$ cat config.mk
export PLATFORM = sky130hd
export DESIGN_NAME = serial_bit_feeder_flat
export DESIGN_NICKNAME = d
export VERILOG_FILES = /design/src/rtl/serial_bit_feeder_pkg.sv /design/src/rtl/serial_bit_feeder_if.sv /design/src/rtl/serial_bit_feeder_piso_shift.sv /design/src/rtl/serial_bit_feeder.sv /design/src/flat_wrapper.sv
export SDC_FILE = /design/constraint.sdc
export NUM_CORES = 1
export LEC_CHECK = 0
export BUFFER_PORTS_ARGS = -buffer_cell sky130_fd_sc_hd__buf_2
export CAP_MARGIN = 20
export CORE_ASPECT_RATIO = 1.75
export CORE_MARGIN = 5
export CORE_UTILIZATION = 30
export DETAILED_ROUTE_END_ITERATION = 8
export HOLD_SLACK_MARGIN = 0.1
export PLACE_DENSITY = 0.43
export REMOVE_ABC_BUFFERS = 1
export SLEW_MARGIN = 15
export SYNTH_ARGS = -nofsm -noshare
export SYNTH_HDL_FRONTEND = slang
export SYNTH_SLANG_ARGS = --single-unit
export TNS_END_PERCENT = 100
$ cat constraint.sdc
create_clock -name clk -period 3 [get_ports clk]
set_input_delay 0.15 -clock clk [delete_from_list [all_inputs] [get_ports clk]]
set_output_delay 0.15 -clock clk [all_outputs]
set_load 0.05 [all_outputs]
$ cat src/rtl/serial_bit_feeder_pkg.sv
// Shared encodings and helpers for the serial bit feeder.
// Optional parity feature: SERIAL_FEEDER_PARITY_EN (see serial_bit_feeder.sv).
package serial_pkg;

  localparam int DEFAULT_WIDTH = 8;

  typedef enum logic [1:0] {
    ST_IDLE  = 2'd0,
    ST_SHIFT = 2'd1,
    ST_PAR   = 2'd2
  } state_t;

  // Even-parity bit: makes the total count of ones (data + parity) even.
  function automatic logic even_parity(input logic [63:0] data);
    return ^data;
  endfunction

endpackage

$ cat src/rtl/serial_bit_feeder_if.sv
// Producer-to-feeder word handshake (transfer on din_valid && din_ready at the clk edge).
interface serial_bit_feeder_if
  import serial_pkg::*;
#(
  parameter int WIDTH = DEFAULT_WIDTH
);
  logic [WIDTH-1:0] din;
  logic             din_valid;
  logic             din_ready;

  modport master (output din, output din_valid, input din_ready);
  modport slave  (input din, input din_valid, output din_ready);
endinterface

$ cat src/rtl/serial_bit_feeder_piso_shift.sv
// Parallel-in/serial-out register; the serial bit is a direct flop output.
module piso_shift #(
  parameter int WIDTH     = 8,
  parameter bit MSB_FIRST = 1'b1
) (
  input  logic             clk,
  input  logic             reset,
  input  logic             clear,
  input  logic             load,
  input  logic             shift,
  input  logic             shift_in,
  input  logic [WIDTH-1:0] data,
  output logic             out_bit
);

  logic [WIDTH-1:0] shreg_r;
  logic [WIDTH-1:0] shifted_s;

  // shift_in enters at the far end so it surfaces right after the last data bit
  if (MSB_FIRST) begin : g_msb
    assign shifted_s = {shreg_r[WIDTH-2:0], shift_in};
    assign out_bit   = shreg_r[WIDTH-1];
  end else begin : g_lsb
    assign shifted_s = {shift_in, shreg_r[WIDTH-1:1]};
    assign out_bit   = shreg_r[0];
  end

  // Load/shift/clear register
  always_ff @(posedge clk) begin
    if (reset) begin
      shreg_r <= '0;
    end else if (clear) begin
      shreg_r <= '0;
    end else if (load) begin
      shreg_r <= data;
    end else if (shift) begin
      shreg_r <= shifted_s;
    end
  end

endmodule

$ cat src/rtl/serial_bit_feeder.sv
// Serialises handshaked parallel words onto a 1-bit stream, gapless when a word is pending.
// Define SERIAL_FEEDER_PARITY_EN to append an even-parity bit to every word.
module serial_bit_feeder
  import serial_pkg::*;
#(
  parameter int WIDTH     = DEFAULT_WIDTH,
  parameter bit MSB_FIRST = 1'b1
) (
  input  logic                clk,
  input  logic                reset,
  serial_bit_feeder_if.slave  word_bus,
  output logic                sout,
  output logic                sout_valid,
  output logic                word_done,
  output logic                busy
);

  localparam int                CNT_W    = $clog2(WIDTH + 1);
  localparam logic [CNT_W-1:0] LAST_CNT = CNT_W'(WIDTH - 1);

  state_t           state_r, state_s;
  logic [WIDTH-1:0] pend_r;
  logic             pend_valid_r, pend_valid_s;
  logic [CNT_W-1:0] bit_cnt_r, bit_cnt_s;
  logic             sout_valid_r, sout_valid_s;
  logic             word_done_r, word_done_s;
  logic             busy_r;
  logic             ready_s, accept_s, take_s, load_s, shift_s, clear_s, end_word_s;
  logic             shift_in_s;

  assign ready_s            = !pend_valid_r && !reset;
  assign word_bus.din_ready = ready_s;
  assign accept_s           = word_bus.din_valid && ready_s;

`ifdef SERIAL_FEEDER_PARITY_EN
  logic par_r;

  // Parity of the word being serialised, captured as it enters the shifter
  always_ff @(posedge clk) begin
    if (reset) begin
      par_r <= 1'b0;
    end else if (load_s) begin
      par_r <= even_parity(64'(pend_r));
    end
  end

  assign shift_in_s = par_r;
`else
  assign shift_in_s = 1'b0;
`endif

  // Next-state and control decode
  always_comb begin
    state_s      = state_r;
    bit_cnt_s    = bit_cnt_r;
    sout_valid_s = sout_valid_r;
    word_done_s  = 1'b0;
    take_s       = 1'b0;
    load_s       = 1'b0;
    shift_s      = 1'b0;
    clear_s      = 1'b0;
    end_word_s   = 1'b0;
    case (state_r)
      ST_IDLE: begin
        if (pend_valid_r) begin
          take_s       = 1'b1;
          load_s       = 1'b1;
          bit_cnt_s    = '0;
          sout_valid_s = 1'b1;
          state_s      = ST_SHIFT;
        end else begin
          sout_valid_s = 1'b0;
        end
      end
      ST_SHIFT: begin
        if (bit_cnt_r != LAST_CNT) begin
          shift_s   = 1'b1;
          bit_cnt_s = bit_cnt_r + CNT_W'(1);
`ifndef SERIAL_FEEDER_PARITY_EN
          word_done_s = (bit_cnt_s == LAST_CNT);
`endif
        end else begin
`ifdef SERIAL_FEEDER_PARITY_EN
          shift_s     = 1'b1;
          bit_cnt_s   = bit_cnt_r + CNT_W'(1);
          word_done_s = 1'b1;
          state_s     = ST_PAR;
`else
          end_word_s  = 1'b1;
`endif
        end
      end
`ifdef SERIAL_FEEDER_PARITY_EN
      ST_PAR: begin
        end_word_s = 1'b1;
      end
`endif
      default: begin
        state_s      = ST_IDLE;
        clear_s      = 1'b1;
        sout_valid_s = 1'b0;
      end
    endcase

    // A waiting word follows the last bit with no idle cycle
    if (end_word_s) begin
      if (pend_valid_r) begin
        take_s       = 1'b1;
        load_s       = 1'b1;
        bit_cnt_s    = '0;
        sout_valid_s = 1'b1;
        state_s      = ST_SHIFT;
      end else begin
        clear_s      = 1'b1;
        sout_valid_s = 1'b0;
        state_s      = ST_IDLE;
      end
    end else begin
      end_word_s = 1'b0;
    end

    if (accept_s) begin
      pend_valid_s = 1'b1;
    end else if (take_s) begin
      pend_valid_s = 1'b0;
    end else begin
      pend_valid_s = pend_valid_r;
    end
  end

  // State, counter, holding register and registered status outputs
  always_ff @(posedge clk) begin
    if (reset) begin
      state_r      <= ST_IDLE;
      bit_cnt_r    <= '0;
      pend_r       <= '0;
      pend_valid_r <= 1'b0;
      sout_valid_r <= 1'b0;
      word_done_r  <= 1'b0;
      busy_r       <= 1'b0;
    end else begin
      state_r      <= state_s;
      bit_cnt_r    <= bit_cnt_s;
      pend_valid_r <= pend_valid_s;
      sout_valid_r <= sout_valid_s;
      word_done_r  <= word_done_s;
      busy_r       <= (state_s != ST_IDLE) || pend_valid_s;
      if (accept_s) begin
        pend_r <= word_bus.din;
      end
    end
  end

  piso_shift #(
    .WIDTH     (WIDTH),
    .MSB_FIRST (MSB_FIRST)
  ) u_piso (
    .clk      (clk),
    .reset    (reset),
    .clear    (clear_s),
    .load     (load_s),
    .shift    (shift_s),
    .shift_in (shift_in_s),
    .data     (pend_r),
    .out_bit  (sout)
  );

  assign sout_valid = sout_valid_r;
  assign word_done  = word_done_r;
  assign busy       = busy_r;

endmodule
$ cat src/flat_wrapper.sv
// flat-port wrapper written by rule: the top's interface ports become plain ports
module serial_bit_feeder_flat import serial_pkg::*;
#(
  parameter int WIDTH     = DEFAULT_WIDTH,
  parameter bit MSB_FIRST = 1'b1
)
  (clk, reset, sout, sout_valid, word_done, busy, word_bus_din, word_bus_din_valid, word_bus_din_ready);
  serial_bit_feeder_if #(.WIDTH(WIDTH)) word_bus_i ();
  input  logic clk;
  input  logic reset;
  output logic sout;
  output logic sout_valid;
  output logic word_done;
  output logic busy;
  input wire logic [$bits(word_bus_i.din)-1:0] word_bus_din;
  input wire logic [$bits(word_bus_i.din_valid)-1:0] word_bus_din_valid;
  output wire logic [$bits(word_bus_i.din_ready)-1:0] word_bus_din_ready;
  assign word_bus_i.din = word_bus_din;
  assign word_bus_i.din_valid = word_bus_din_valid;
  assign word_bus_din_ready = word_bus_i.din_ready;
  serial_bit_feeder #(.WIDTH(WIDTH), .MSB_FIRST(MSB_FIRST)) u_core (.clk(clk), .reset(reset), .word_bus(word_bus_i), .sout(sout), .sout_valid(sout_valid), .word_done(word_done), .busy(busy));
endmodule
==> results of run 1 <==
-- cell families (layout without fill, tap and decap cells) --
family,after synthesis,count (layout),synth area share (%)
adders and majority gates,2,2,2.13
and+or+nand+nor,38,38,16.6
muxes,8,8,6.80
AOI/OAI and AO/OA,37,37,21.9
buffers and inverters,15,25,6.59
other,1,1,0.319
xor gates and xnor gates,2,2,1.49
DFF,26,26,44.2
-- final cells by class --
cell class                      count  share of cell area, %
Inverter                            5                   1.43
Timing Repair Buffer               16                   6.27
Clock buffer                        4                   4.18
Tap cell                           48                   4.56
Multi-Input combinational cell     88                   44.0
Sequential cell                    26                   39.5
-- report_power, final --
group,switching [mW],internal [mW]
Combinational,0.0412,0.0237
Sequential,0.00969,0.357
Clock,0.112,0.117
Total,0.163,0.498
-- synthesized netlist by cell type --
| cell type | count | area, sq um |
|---|---|---|
| a311o_2 | 1 | 11.3 |
| nand3b_1 | 2 | 15.0 |
| a221o_1 | 1 | 10.0 |
| nor2_1 | 14 | 52.6 |
| xor2_1 | 1 | 8.76 |
| a21oi_1 | 6 | 30.0 |
| and3b_1 | 1 | 8.76 |
| inv_2 | 1 | 3.75 |
| o211ai_1 | 16 | 120 |
| nand4_1 | 1 | 6.26 |
| a31o_1 | 1 | 8.76 |
| mux2i_1 | 8 | 80.1 |
| nor3_1 | 2 | 10.0 |
| nor2b_1 | 3 | 18.8 |
| xnor2_1 | 1 | 8.76 |
| and3_1 | 1 | 6.26 |
| clkbuf_1 | 3 | 11.3 |
| nor3b_1 | 1 | 7.51 |
| inv_1 | 4 | 15.0 |
| conb_1 | 1 | 3.75 |
| o21ai_1 | 1 | 5.00 |
| a31oi_1 | 8 | 50.1 |
| nand3_1 | 9 | 45.0 |
| ha_1 | 2 | 25.0 |
| buf_6 | 2 | 22.5 |
| and2_1 | 1 | 6.26 |
| a2111oi_0 | 1 | 8.76 |
| dfxtp_1 | 26 | 521 |
| a221oi_1 | 1 | 8.76 |
| nand4b_1 | 1 | 8.76 |
| buf_2 | 5 | 25.0 |
| nand2b_1 | 1 | 6.26 |
| o21ai_0 | 1 | 5.00 |
| nand2_1 | 1 | 3.75 |
-- registers in the layout (all words and copies together), names as in the netlist --
register and cells:
u_core.bit_cnt_r 4, u_core.busy 1, u_core.pend_r 8, u_core.pend_valid_r 1, u_core.sout_valid 1, u_core.state_r 2
u_core.u_piso.shreg_r 8, u_core.word_done 1
-- stage by stage --
step / std cells / power [mW] / hold WS (ns)
6_report: 187 / 0.661 / 0.110
3_5_place_dp: 183 / 0.441 / 0.394
3_3_place_gp: 183 / 0.441 / 0.386
4_1_cts: 187 / 0.672 / 0.109
5_1_grt: 187 / 0.695 / 0.121
2_1_floorplan: 119 / 0.416 / 0.219
-- path summary, 6_finish.rpt --
check,end,slack [ns],depth (start not counted)
hold / removal,u_core.pend_r[3]$_SDFFE_PP0P_,0.11,3
hold reg to reg,u_core.sout_valid$_SDFFE_PP0P_,0.48,2
setup reg to reg,u_core.u_piso.shreg_r[5]$_SDFFE_PP0P_,1.13,4
setup / recovery,u_core.u_piso.shreg_r[5]$_SDFFE_PP0P_,1.13,4
-- routing by layer --
layer	track usage (%)	share of wire, %	vias up
met5	0	0	-
li1	-	-	491
met4	3.48	0.84	0
met3	1.81	4.6	2
met2	20.3	54	24
met1	12.4	40	458
-- worst max-delay path, cell delays in order, from the launching register on --
cell	delay, ns
dfxtp_1	0.40
ha_1	0.26
and3b_1	0.63
a311o_2	0.39
a31oi_1	0.06
==> summary.md, run 1 <==
| Metric | Value |
|---|---|
| Status | `completed` |
| Routed vias | `975` |
| Tmin final | `1.87 ns` |
| Slew HR | `37.2%` |
| Hold path startpoint | `word_bus_din[3]` |
| GPL Wtd Cong | `0.662` |
| Initial antenna violation count | `0` |
| Detail Route Antenna Nets | `0` |
| Commonest non-fill, non-tap cell in the layout | `dfxtp_1` |
| Sequential cell area | `520 sq um` |
| Max Transition Viols Final | `0` |
| Worst slew pin tran | `0.939 ns` |
| Core box area | `0.00383 sq mm` |
| Nets@finish | `153` |
| GRT Total Usage | `11.0%` |
| WL/cell | `14.6 um` |
| Post-synthesis register bit count | `26` |
| Fin area | `0.00132 sq mm` |
| Hold WC Path Type | `input pin to flip-flop` |
| Post-Syn Area per Cell | `9.13 sq um` |
| Starting Density | `30.8%` |
| Clock skew | `0.00308 ns` |
| Max Fclk | `536 MHz` |
| RSZ-0062 raised after global routing | `false` |
| Endpoints failing hold | `0` |
| Critical Path Fanout Max | `20` |
| Post-place instance area | `0.00126 sq mm` |
| DRC viols | `0` |
| Reg clk slew, reported paths | `0.09 ns` |
| Layout Utilization | `34.4%` |
| Sequential fraction of the synthesis area | `44.2%` |
| CTS Hold Buffers Added | `0` |
| First-pass GRT wire length | `4650 um` |
| Vias in the first global route | `994` |
| Worst setup margin | `1.13 ns` |
| DRT Pass-1 Iters | `4` |
| Total CTS buffers | `3` |
| Clock sinks | `26` |
| CP Launch Point | `u_core.bit_cnt_r[1]$_SDFF_PP0_` |
| Multi-input gate area | `579 sq um` |
| Fillers | `425` |
| Leakage | `0.473 nW` |
| Period utilization | `62.2%` |
| Total power per unit cell area | `502 mW/mm^2` |
| Share of post-route cells with drive strength above 1 | `15.8%` |
| Critical path class | `flip-flop to flip-flop` |
| DRT Wirelength | `2720 um` |
| DIE WIDTH | `57.4 um` |
| Die area | `0.00533 sq mm` |
| Largest net degree at the start of global routing | `21` |
| Antenna Cells | `0` |
| Die Ht | `92.9 um` |
| Placed wire-length estimate | `1910 um` |
| GRT overflow | `0` |
| Final setup fails | `0` |
| Clock Tree Root | `clkbuf_8` |
| Max-cap violations | `0` |
| Area growth syn-to-layout | `11.8%` |
| CTS Buffer Depth | `2` |
| Setup TNS | `0 ns` |
| PostCTS Resize Cnt | `0` |
| DR iter-0 viols | `32` |
| Ys Warns | `0` |
| Row count | `30` |
| Synth Cell Area | `0.00118 sq mm` |
| Netlist cell types | `34` |
| CP Launch Type | `flip-flop` |
| CTS tree | `done` |
| Num ports | `16` |
| Crit path required time | `3.16 ns` |
| Most frequent cells in the layout | `dfxtp_1 (26), o211ai_1 (16), buf_2 (15), nor2_1 (14), nand3_1 (9)` |
| Vias per inst | `5.21` |
| Reg-to-reg startpoint | `u_core.bit_cnt_r[1]$_SDFF_PP0_` |
| Peak supply drop | `0.000266 V` |
| Placement Setup Slack | `1.15 ns` |
| Cells after Synth | `129` |
| I/O Buffers | `15` |
| Later-pin clock latency in the skew report | `0.27 ns` |
| Worst path arrival time | `2.02 ns` |
| Post-CTS setup buffers | `0` |
| H-Tree Level Count | `1` |
| CP Capture Type | `flip-flop` |
Note: power is estimated with default switching activity, not from simulation.
==> run 2: changes to the inputs <==
- clock period: 3 -> 1.9 ns (I/O delays scaled with it)
==> run 2 against run 1 <==
Cell count increased by 7.0%; worst setup slack got worse by 0.82 ns; largest cell class unchanged; critical path depth unchanged; wire length up 4.2%; sequential share of layout area shrank 3.1 points; maximum frequency up 18%; clock-buffer cell count fell by 1; design area grew 8.5%; global-route usage increased by 0.46 points.
==> summary.md, run 2 (synthesis gave the netlist of run 1 again) <==
| Metric | Value |
|---|---|
| Status | `completed (unchanged)` |
| CTS tree | `done (unchanged)` |
| Crit path cell chain | `ha_1, and3b_1, a311o_2, a31oi_1 (unchanged)` |
| Psw | `0.249 mW (was 0.163 mW)` |
| DRC viols | `0 (unchanged)` |
| Post-place instance area | `0.00131 sq mm (was 0.00126 sq mm)` |
| Crit path required time | `2.09 ns (was 3.16 ns)` |
| Critical Path Fanout Max | `8 (was 20)` |
| Grt met2 use | `20.8% (was 20.3%)` |
| Routed vias | `1006 (was 975)` |
| Vias per inst | `5.03 (was 5.21)` |
| Die area | `0.00533 sq mm (unchanged)` |
| Total CTS buffers | `3 (unchanged)` |
| Reg clk slew, reported paths | `0.09 ns (about the same)` |
| GRT Total Usage | `11.5% (was 11.0%)` |
| Reg-to-reg startpoint | `u_core.bit_cnt_r[1]$_SDFF_PP0_ (unchanged)` |
| Seq pwr share | `57.6% (was 55.5%)` |
| Num ports | `16 (unchanged)` |
| GRT overflow | `0 (unchanged)` |
| Nets@finish | `167 (was 153)` |
| PostCTS Resize Cnt | `0 (unchanged)` |
| Fillers | `424 (was 425)` |
| Setup TNS | `0 ns (unchanged)` |
| Period utilization | `83.4% (was 62.2%)` |
| Clock skew | `0.00297 ns (was 0.00308 ns)` |
| CP Launch Point | `u_core.bit_cnt_r[1]$_SDFF_PP0_ (unchanged)` |
| Worst path arrival time | `1.77 ns (was 2.02 ns)` |
| RSZ-0062 raised after global routing | `false (unchanged)` |
| Hold path startpoint | `word_bus_din_valid (was word_bus_din[3])` |
| Max Transition Viols Final | `0 (unchanged)` |
| Later-pin clock latency in the skew report | `0.26 ns (was 0.27 ns)` |
| Endpoints failing hold | `0 (unchanged)` |
| Core box area | `0.00383 sq mm (unchanged)` |
| Row count | `30 (unchanged)` |
| Critical path class | `flip-flop to flip-flop (unchanged)` |
| Peak supply drop | `0.000407 V (was 0.000266 V)` |
| Hold WC Path Type | `input pin to flip-flop (unchanged)` |
| Clock Tree Root | `clkbuf_8 (unchanged)` |
| Placed cells | `189 (was 183)` |
| Starting Density | `30.8% (unchanged)` |
| Clock sinks | `26 (unchanged)` |
| DRT Wirelength | `2840 um (was 2720 um)` |
| Commonest non-fill, non-tap cell in the layout | `dfxtp_1 (unchanged)` |
| Largest net degree at the start of global routing | `20 (was 21)` |
| Layout Utilization | `37.3% (was 34.4%)` |
| Clk pwr share | `30.4% (was 34.7%)` |
| CP Capture Type | `flip-flop (unchanged)` |
| Placed wire-length estimate | `2050 um (was 1910 um)` |
| Crit-path max cell delay | `0.48 ns (was 0.63 ns)` |
| CP Launch Type | `flip-flop (unchanged)` |
| Combinational power share | `12.0% (was 9.8%)` |
| First-pass GRT wire length | `4840 um (was 4650 um)` |
| Met1 usage | `13.1% (was 12.4%)` |
| Top flop regs | `u_core.pend_r: 8 flops, u_core.u_piso.shreg_r: 8 flops, u_core.bit_cnt_r: 4 flops (unchanged)` |
| CTS Buffer Depth | `2 (unchanged)` |
| Vias in the first global route | `1038 (was 994)` |
| Grt met3 use | `1.81% (unchanged)` |
| Slew HR | `63.2% (was 37.2%)` |
| Area growth syn-to-layout | `21.3% (was 11.8%)` |
| Antenna Cells | `0 (unchanged)` |
| CP max stage cell | `a311o_2 (was and3b_1)` |
| Total power | `1.01 mW (was 0.661 mW)` |
| I/O Buffers | `15 (unchanged)` |
| Busiest grt layer | `met2 (unchanged)` |
| Leakage | `0.530 nW (was 0.473 nW)` |
| Initial antenna violation count | `0 (unchanged)` |
| Tmin final | `1.58 ns (was 1.87 ns)` |
| Die Ht | `92.9 um (unchanged)` |
| H-Tree Level Count | `1 (unchanged)` |
| Total power per unit cell area | `705 mW/mm^2 (was 502 mW/mm^2)` |
| WL/cell | `14.2 um (was 14.6 um)` |
| Most frequent cells in the layout | `dfxtp_1 (26), o211ai_1 (16), buf_2 (15), nor2_1 (14), nand3_1 (9) (unchanged)` |
| CTS Hold Buffers Added | `8 (was 0)` |
| Fin area | `0.00143 sq mm (was 0.00132 sq mm)` |
| Share of post-route cells with drive strength above 1 | `17.8% (was 15.8%)` |
| DIE WIDTH | `57.4 um (unchanged)` |
| GPL Wtd Cong | `0.722 (was 0.662)` |
| Pint | `0.757 mW (was 0.498 mW)` |
| Max-cap violations | `0 (unchanged)` |
| Worst slew pin tran | `0.552 ns (was 0.939 ns)` |
| Final setup fails | `0 (unchanged)` |
| Post-Layout Cell Count | `200 (was 187)` |
| Detail Route Antenna Nets | `0 (unchanged)` |
| Max Fclk | `631 MHz (was 536 MHz)` |
| DR iter-0 viols | `24 (was 32)` |
| Post-CTS setup buffers | `0 (unchanged)` |
| DRT Pass-1 Iters | `4 (unchanged)` |
| Sw frac | `24.7% (about the same)` |
[run 2: cell count changes in the layout (fill, tap and decap cells not counted), sizes merged]
cell	previous run	this run
dlygate4sd3	0	8
clkbuf	4	3
buf	16	22
[run 2: final cells by class]
class	count	area [sq um]	area share (%)
multi-input cells	88	579	40.6
inverters	5	18.8	1.31
well taps	48	60.1	4.21
clock buffers	3	41.3	2.89
flip-flops and latches	26	520	36.5
repair buffers	30	208	14.5
[run 2: per-stage QoR]
stage | hold slack [ns] | worst slack, ns
after floorplan | 0.164 | 0.311
after global placement | 0.331 | 0.403
after detailed placement | 0.341 | 0.356
after CTS | 0.123 | 0.332
after global routing | 0.162 | 0.241
final | 0.126 | 0.316
[run 2: final timing paths]
check,endpoint,slack (ns),cells after the start
max reg2reg,u_core.u_piso.shreg_r[4]$_SDFFE_PP0P_,0.32,4
min,u_core.busy$_SDFF_PP0_,0.13,3
min reg2reg,u_core.sout_valid$_SDFFE_PP0P_,0.48,2
max,u_core.u_piso.shreg_r[4]$_SDFFE_PP0P_,0.32,4
[run 2: worst max-delay path: cells and delay by family, from the launching register on]
| family | cells | cell delay (ns) |
|---|---|---|
| adder cells (fa/ha/maj) | 1 | 0.25 |
| AO/OA/AOI/OAI | 2 | 0.67 |
| AND/OR/NAND/NOR | 1 | 0.24 |
| flip-flops | 1 | 0.35 |
[run 2: power by group through the flow]
stage	Sequential, mW	Clock (mW)	Combinational (mW)
2_1_floorplan	0.596	0	0.0605
5_1_grt	0.582	0.338	0.135
3_5_place_dp	0.593	0	0.109
3_3_place_gp	0.592	0	0.108
6_report	0.579	0.306	0.121
4_1_cts	0.580	0.322	0.122
[run 2: per-layer routing]
| layer | wire length, um | vias up |
|---|---|---|
| li1 | - | 518 |
| met1 | 1250 | 478 |
| met2 | 1510 | 8 |
| met3 | 54 | 2 |
| met4 | 23 | 0 |
| met5 | 0 | - |
==> run 3: changes to the inputs <==
- PLACE_DENSITY: 0.43 -> 0.45
- clock period: 1.9 -> 1.4 ns (I/O delays scaled with it)
==> run 3 against run 2 <==
Die area unchanged; clock power up 60%; critical path depth up 1; maximum frequency up 16%; via count up 8.0%; largest cell class unchanged.
==> summary.md, run 3 (synthesis gave the netlist of run 1 again) <==
| Metric | Value |
|---|---|
| Leakage | `0.598 nW (was 0.530 nW)` |
| Hold WC Path Type | `input pin to flip-flop (unchanged)` |
| Starting Density | `30.8% (unchanged)` |
| Worst path bufs/invs | `1 (was 0)` |
| CP max stage cell | `dfxtp_2 (was a311o_2)` |
| Detail Route Antenna Nets | `0 (unchanged)` |
| DRT Pass-1 Iters | `4 (unchanged)` |
| Fillers | `407 (was 424)` |
| DRT Wirelength | `2800 um (was 2840 um)` |
| Setup TNS | `0 ns (unchanged)` |
| GPL Wtd Cong | `0.749 (was 0.722)` |
| Max Fclk | `735 MHz (was 631 MHz)` |
| Clock Tree Root | `clkbuf_8 (unchanged)` |
| Crit-path max cell delay | `0.34 ns (was 0.48 ns)` |
| WL/cell | `13.2 um (was 14.2 um)` |
| Worst path arrival time | `1.56 ns (was 1.77 ns)` |
| CP delay by family, top | `simple AND/OR/NAND/NOR gates (was compound AO/OA/AOI/OAI gates)` |
| Vias in the first global route | `1094 (was 1038)` |
| Peak supply drop | `0.000518 V (was 0.000407 V)` |
| Total power per unit cell area | `925 mW/mm^2 (was 705 mW/mm^2)` |
| Status | `completed (unchanged)` |
| DR iter-0 viols | `14 (was 24)` |
| DRC viols | `0 (unchanged)` |
| Initial antenna violation count | `0 (unchanged)` |
| H-Tree Level Count | `1 (unchanged)` |
| RSZ-0062 raised after global routing | `true (was false)` |
| Tmin final | `1.36 ns (was 1.58 ns)` |
| Clock skew | `0.000901 ns (was 0.00297 ns)` |
| Max Transition Viols Final | `0 (unchanged)` |
| Max-cap violations | `0 (unchanged)` |
| Clock sinks | `26 (unchanged)` |
| Core box area | `0.00383 sq mm (unchanged)` |
| Total CTS buffers | `3 (unchanged)` |
| Nets@finish | `178 (was 167)` |
| Routed vias | `1086 (was 1006)` |
| I/O Buffers | `15 (unchanged)` |
| Die Ht | `92.9 um (unchanged)` |
| CP Capture Type | `flip-flop (unchanged)` |
| Total power | `1.46 mW (was 1.01 mW)` |
| GRT Total Usage | `11.3% (was 11.5%)` |
| Critical path class | `flip-flop to flip-flop (unchanged)` |
| Largest net degree at the start of global routing | `17 (was 20)` |
| Share of post-route cells with drive strength above 1 | `28.0% (was 17.8%)` |
| Most frequent cells in the layout | `dfxtp_1 (24), o211ai_1 (16), buf_2 (15), buf_4 (15), nor2_1 (14) (was dfxtp_1 (26), o211ai_1 (16), buf_2 (15), nor2_1 (14), nand3_1 (9))` |
| Placement Setup Slack | `-0.0261 ns (was 0.356 ns)` |
| Later-pin clock latency in the skew report | `0.27 ns (was 0.26 ns)` |
| Row count | `30 (unchanged)` |
| Area growth syn-to-layout | `33.8% (was 21.3%)` |
| CTS tree | `done (unchanged)` |
| Endpoints failing hold | `0 (unchanged)` |
| CTS Buffer Depth | `2 (unchanged)` |
| Worst setup margin | `0.0403 ns (was 0.316 ns)` |
| DIE WIDTH | `57.4 um (unchanged)` |
| GRT overflow | `0 (unchanged)` |
| CP Launch Type | `flip-flop (unchanged)` |
| Crit path required time | `1.60 ns (was 2.09 ns)` |
| Final setup fails | `0 (unchanged)` |
| Die area | `0.00533 sq mm (unchanged)` |
| Commonest non-fill, non-tap cell in the layout | `dfxtp_1 (unchanged)` |
| Period utilization | `97.1% (was 83.4%)` |
| Crit path cell chain | `ha_4, and3b_2, buf_4, a31o_1, nor3_1 (was ha_1, and3b_1, a311o_2, a31oi_1)` |
| Reg clk slew, reported paths | `0.09 ns (about the same)` |
| Vias per inst | `5.12 (was 5.03)` |
| Placed wire-length estimate | `2130 um (was 2050 um)` |
| Critical Path Fanout Max | `3 (was 8)` |
| Antenna Cells | `0 (unchanged)` |
| First-pass GRT wire length | `4800 um (was 4840 um)` |
| Num ports | `16 (unchanged)` |
| Top flop regs | `u_core.pend_r: 8 flops, u_core.u_piso.shreg_r: 8 flops, u_core.bit_cnt_r: 4 flops (unchanged)` |
[run 3: changes by cell type in the layout (fill, tap and decap cells not counted), sizes merged]
cell / previous run / this run
buf: 22 / 32
clkbuf: 3 / 4
dlygate4sd3: 8 / 9
[run 3: area by class of cell]
type                            instances  area [sq um]  area share (%)
Clock buffer                            4          55.1            3.49
Inverter                                5          18.8            1.19
Multi-Input combinational cell         88           609            38.7
Sequential cell                        26           523            33.2
Tap cell                               48          60.1            3.81
Timing Repair Buffer                   41           309            19.6
[run 3: worst paths after layout]
kind | start | cells past startpoint | slack, ns | endpoint
worst max-delay path | u_core.bit_cnt_r[0]$_SDFF_PP0_ | 5 | 0.04 | u_core.bit_cnt_r[3]$_SDFF_PP0_
worst min-delay path | reset | 2 | 0.13 | u_core.pend_r[7]$_SDFFE_PP0P_
worst max register to register | u_core.bit_cnt_r[0]$_SDFF_PP0_ | 5 | 0.04 | u_core.bit_cnt_r[3]$_SDFF_PP0_
worst min register to register | u_core.sout_valid$_SDFFE_PP0P_ | 2 | 0.48 | u_core.sout_valid$_SDFFE_PP0P_
[run 3: power by group]
part | internal [mW] | switching (mW)
clock | 0.251 | 0.238
sequential | 0.765 | 0.0168
combinational | 0.0855 | 0.100
[run 3: stage by stage]
stage                     cells  area [sq um]  util (%)  hold slack, ns
after detailed placement    198          1390      36.2           0.310
after global routing        212          1580      41.1           0.128
after CTS                   211          1530      40.0           0.118
after global placement      198          1390      36.2           0.306
after floorplan             119          1120         -           0.139
final                       212          1580      41.1           0.128
[run 3: per-layer routing]
| layer | wire, um | track usage, % |
|---|---|---|
| met2 | 1500 | 19.4 |
| met4 | 84 | 6.77 |
| met3 | 89 | 1.95 |
| met1 | 1130 | 12.6 |
| met5 | 0 | 0 |
[run 3: what timing repair did]
action	CTS	global route
cloned	0	0
hold buffers	9	0
pin swaps	1	2
endpoints found under the hold margin	9	0
buffers inserted	0	1
setup endpoints to repair	8	15
resized for setup	0	10
